===== src/rtl/sha256_schedule_ctrl.sv =====
// ---------------------------------------------------------------------------
// sha256_schedule_ctrl
//
// Message-schedule controller for the SHA-256 core. One 512-bit block arrives
// as 16 big-endian 32-bit words (W[0] first) and is held in a 16-entry
// circular word buffer. W[0..ROUNDS-1] is then emitted one word per output
// handshake. From t=16 onwards each new word is expanded in place:
//   W[t] = sigma1(W[t-2]) + W[t-7] + sigma0(W[t-15]) + W[t-16]   (mod 2^32)
// and written back over slot t%16, which held W[t-16].
//
// Parameters:
//   ROUNDS     number of schedule words emitted per block (16..64)
//
// Ports:
//   clk        system clock, rising edge
//   rst_n      asynchronous active-low reset
//   flush      synchronous abort; back to idle LOAD, block discarded
//   in_valid   input word valid
//   in_ready   high in LOAD state only
//   in_word    message word
//   out_valid  high in RUN state only
//   out_ready  consumer accepts out_word
//   out_word   W[out_round]
//   out_round  index t of the current out_word
//   out_last   high with the final word of the block
//   busy       a block is partially loaded or being emitted
// ---------------------------------------------------------------------------
module sha256_schedule_ctrl #(
  parameter int ROUNDS = 64
) (
  input  logic        clk,
  input  logic        rst_n,
  input  logic        flush,
  input  logic        in_valid,
  output logic        in_ready,
  input  logic [31:0] in_word,
  output logic        out_valid,
  input  logic        out_ready,
  output logic [31:0] out_word,
  output logic [5:0]  out_round,
  output logic        out_last,
  output logic        busy
);

  localparam logic [5:0] LAST_ROUND = 6'(ROUNDS - 1);

  typedef enum logic {
    LOAD = 1'b0,
    RUN  = 1'b1
  } state_t;

  state_t      state;
  logic [3:0]  load_cnt;
  logic [5:0]  round;
  logic        in_ready_q;
  logic        out_valid_q;
  logic [31:0] slot_mem [16];

  logic [3:0]  slot;
  logic [31:0] w_m16;
  logic [31:0] w_m15;
  logic [31:0] w_m7;
  logic [31:0] w_m2;
  logic [31:0] expanded;

  function automatic logic [31:0] sigma0(input logic [31:0] x);
    return {x[6:0], x[31:7]} ^ {x[17:0], x[31:18]} ^ {3'b000, x[31:3]};
  endfunction

  function automatic logic [31:0] sigma1(input logic [31:0] x);
    return {x[16:0], x[31:17]} ^ {x[18:0], x[31:19]} ^ {10'd0, x[31:10]};
  endfunction

  // Slot offsets are taken modulo 16 by the 4-bit adds: t-15 == t+1,
  // t-7 == t+9 and t-2 == t+14 in the circular buffer.
  assign slot     = round[3:0];
  assign w_m16    = slot_mem[slot];
  assign w_m15    = slot_mem[slot + 4'd1];
  assign w_m7     = slot_mem[slot + 4'd9];
  assign w_m2     = slot_mem[slot + 4'd14];
  assign expanded = sigma1(w_m2) + w_m7 + sigma0(w_m15) + w_m16;

  // The first 16 rounds just echo the loaded words.
  assign out_word  = (round < 6'd16) ? w_m16 : expanded;
  assign out_round = round;
  assign in_ready  = in_ready_q;
  assign out_valid = out_valid_q;
  assign out_last  = out_valid_q && (round == LAST_ROUND);
  assign busy      = (state != LOAD) || (load_cnt != 4'd0);

  // Control FSM and word buffer. flush outranks every handshake, so a
  // collision leaves round and the buffer untouched; stale buffer contents
  // after a flush are harmless because the next load overwrites all slots.
  always_ff @(posedge clk or negedge rst_n) begin
    if (!rst_n) begin
      state       <= LOAD;
      load_cnt    <= 4'd0;
      round       <= 6'd0;
      in_ready_q  <= 1'b1;
      out_valid_q <= 1'b0;
      for (int i = 0; i < 16; i++) begin
        slot_mem[i] <= 32'd0;
      end
    end else if (flush) begin
      state       <= LOAD;
      load_cnt    <= 4'd0;
      round       <= 6'd0;
      in_ready_q  <= 1'b1;
      out_valid_q <= 1'b0;
    end else begin
      case (state)
        LOAD: begin
          if (in_valid && in_ready_q) begin
            slot_mem[load_cnt] <= in_word;
            load_cnt           <= load_cnt + 4'd1;
            if (load_cnt == 4'd15) begin
              state       <= RUN;
              round       <= 6'd0;
              in_ready_q  <= 1'b0;
              out_valid_q <= 1'b1;
            end
          end
        end
        RUN: begin
          if (out_ready && out_valid_q) begin
            if (round >= 6'd16) begin
              slot_mem[slot] <= expanded;
            end
            if (round == LAST_ROUND) begin
              state       <= LOAD;
              round       <= 6'd0;
              in_ready_q  <= 1'b1;
              out_valid_q <= 1'b0;
            end else begin
              round <= round + 6'd1;
            end
          end
        end
        default: begin
          state <= LOAD;
        end
      endcase
    end
  end

endmodule


===== config.mk =====
export PLATFORM = sky130hd
export DESIGN_NAME = sha256_schedule_ctrl
export DESIGN_NICKNAME = d
export VERILOG_FILES = /design/src/rtl/sha256_schedule_ctrl.sv
export SDC_FILE = /design/constraint.sdc
export NUM_CORES = 2
export LEC_CHECK = 0
export BUFFER_PORTS_ARGS = -buffer_cell sky130_fd_sc_hd__buf_2
export CAP_MARGIN = 40
export CORE_MARGIN = 3
export CORE_UTILIZATION = 30
export CTS_CLUSTER_DIAMETER = 50
export DETAILED_ROUTE_END_ITERATION = 7
export PLACE_DENSITY = 0.49
export REMOVE_ABC_BUFFERS = 1
export SYNTH_ARGS = -nofsm -noshare
export SYNTH_HDL_FRONTEND = slang
export SYNTH_SLANG_ARGS = --single-unit

===== constraint.sdc =====
create_clock -name clk -period 13.9 [get_ports clk]
set_clock_uncertainty 0.1 [all_clocks]
set_input_delay 3.475 -clock clk [delete_from_list [all_inputs] [get_ports clk]]
set_output_delay 3.475 -clock clk [all_outputs]
set_load 0.02 [all_outputs]

==> impl_results.md <==
* Fin crit period at about 12 ns
* Number of distinct library cells after synthesis at 67
* Area Growth Syn to Fin at 15.1%
* Clock sink count at 525
* Drt first pass iters at 6
* Cell taking the most area after synthesis: dfrtp_1
* Clock buffer count from CTS at 89
* Slew Limit Fails at 0
* Register area share after synthesis at 0.323
* Die height at ~370 um
* Pint at 3.73 mW
* Initial Util at 0.303
* Cell area after layout at around 47000 sq um
* Slew @ Worst Pin at between 1 and 1.5 ns
* DIE AREA at 140000 sq um
* Post-cts resize count at 0
* First-pass GRT wire length at around 270000 um
* Antenna Nets Post-Route at 0
* H-tree depth at 3
* Commonest non-fill, non-tap cell in the layout: dfrtp_1
* Io pins at between 70 and 80
* Setup_tns at 0 ns
* Ys async rst share at 1.00
* Initial antenna violation count at 12
* Syn Inst Count at roughly 3800
* Max clock buf depth at 3
* Seq pwr share at 0.265
* Critical path required time at just over 10 ns
* Worst EP arrival at between 8 and 9 ns
* Gr ovfl total at 0
* PwrDens at 134 nW/um^2
* Yosys top cell area share at 0.323
* Via count at about 36000
* # rows at about 130
* Nets at between 3000 and 4000
* CP max FO at around 120
* Drt drc at 0
* Outcome: finished, final reports clean
* Final setup vio count at 0
* Sw Ratio at 0.406
* Cell Area, Synth at between 40000 and 50000 sq um
* Layout cells sized above 1 at 0.258
* Kind of critical path: flop to output pin
* WHS at a little over 0.4 ns
* Startpoint types: flop
* Net switching power figure at around 2.5 mW
* DP HPWL at approximately 120000 um
* Final worst-path cycle share at 0.888
* Root Buffer: clkbuf_16
* Hold Path Class: flop to flop
* Reg clk slew, reported paths at ~0.050 ns
* Top post-synthesis cells by area: dfrtp_1, mux4_2, a22oi_1
* RSZ-0062 raised after global routing: false
* Post-synthesis register bit count at roughly 530
* Skew-Pair Late Insertion Delay at roughly 0.69 ns
* Most frequent cells in the layout: dfrtp_1, mux4_2, nand2_1
* CTS tree: built
* Static Leak at 17.8 nW
* Top_reg_cell synth: dfrtp_1
* Max VDD drop at approximately 93 uV
* Logic pwr share at 0.365
* DR iter-0 viols at between 5000 and 6000
* GP Congestion at about 0.97
* Port buffer count at a little under 80
* Final hold vios at 0
* Total track usage at 0.272
* Max_cap viols at 0
* Vias in the first global route at between 30000 and 40000
* Number of synthesized flops with an enable pin at 0
* Post-detailed-routing wire length at roughly 190000 um
* Fmax at about 0.081 GHz
* Cts hold-fix bufs at 0
* Maximum number of pins on one net before global-route repair at 155
* Yosys Warn Count at 0
* Drt wl/cell at approximately 34 um
* Crit end category: output pin
* DR vias/cell at about 6.4
* Post-CTS Setup Bufs at 0
* Clock share of power at 0.370
* Die Span X at about 370 um
* CORE AREA at between 100000 and 150000 sq um
* Cell Area, Placed at 43700 sq um
* Mean post-synth cell area at between 10 and 15 sq um
* Max-Slew Margin vs Limit at 0.279
-- critical path, cell delays in order, from the launching register on --
cell      delay, ns
dfrtp_4        0.92
buf_12         0.66
mux4_2         0.60
mux4_2         0.67
xor2_1         0.23
xnor2_1        0.45
fa_1           0.51
fa_1           0.50
inv_1          0.05
ha_1           0.44
nand2_1        0.16
or4_1          0.48
a2111o_1       0.40
nand4_1        0.19
a41oi_1        0.15
xor2_1         0.17
buf_4          0.22
o21ai_0        0.82
buf_2          0.32
-- logic make-up after synthesis --
kind of cell,share of synthesized area
compound gates,0.172
mux,0.288
buf+inv,0.0499
simple gates,0.0912
flops,0.323
xor+xnor,0.0320
fa+ha+maj,0.0432
-- cells in the mapped netlist (4+ instances only) --
cell	instances
a211oi_1	5
a21boi_0	4
a21o_1	15
a21oi_1	145
a221oi_1	46
a22oi_1	344
a2bb2oi_1	5
a31oi_1	4
a32oi_1	7
and2_1	29
and3_1	32
buf_1	41
buf_2	46
clkbuf_1	296
dfrtp_1	524
fa_1	62
ha_1	41
inv_1	133
mux2_2	22
mux2i_1	5
mux4_2	504
nand2_1	465
nand2b_1	16
nand3_1	18
nand3b_1	5
nand4_1	4
nor2_1	266
nor2b_1	32
nor3_1	7
o21a_1	17
o21ai_0	464
o21ai_1	14
o221ai_1	5
o31ai_1	14
o31ai_2	6
or2_2	5
xnor2_1	81
xor2_1	64
-- per-layer routing --
layer / up-vias / share of wire / GRT usage
li1: 14400 / - / -
met1: 18700 / 0.40 / 0.371
met2: 2703 / 0.43 / 0.401
met3: 504 / 0.12 / 0.0786
met4: 2 / 0.053 / 0.121
met5: - / 0.000052 / 0
-- power by group through the flow --
stage               Sequential [mW]  Combinational, mW  Clock, mW
CTS                            1.66               2.24       2.34
detailed placement             1.69               2.23          0
global placement               1.68               2.22          0
finish                         1.66               2.29       2.32
floorplan                      1.66               1.26          0
global route                   1.67               2.42       2.40
-- state kept, by name, indices dropped and copies added (netlist names) --
register	count
slot_mem	512
out_round	6
load_cnt	4
in_ready	1
out_valid	1
state	1
-- layout make-up --
cell class	instances	area [sq um]
flip-flops and latches	525	13200
inverters	133	499
well taps	1768	2210
repair buffers	246	2010
diodes	2	5.00
clock buffers	114	2490
fillers	13300	87200
multi-input cells	2789	25800
clock inverters	48	579
-- worst paths after layout --
path,start,end,slack (ns),cells past startpoint
max,out_round[0],out_word[24],1.56,18
min,slot_mem[55],slot_mem[55],0.41,2
max reg2reg,out_round[0],slot_mem[62],5.79,19
min reg2reg,slot_mem[55],slot_mem[55],0.41,2
max in group asynchronous,rst_n,slot_mem[103],8.92,4
min in group asynchronous,rst_n,slot_mem[94],2.73,1
-- through the flow --
stage / utilization / worst slack, ns / instances / power, mW
2_1_floorplan: - / -12.20 / 3447 / 2.92
3_3_place_gp: 0.322 / 2.29 / 5423 / 3.91
3_5_place_dp: 0.326 / 2.46 / 5461 / 3.91
4_1_cts: 0.349 / 1.73 / 5623 / 6.24
5_1_grt: 0.349 / 1.21 / 5625 / 6.48
6_report: 0.349 / 1.56 / 5625 / 6.28
Note: power is estimated with default switching activity, not from simulation.
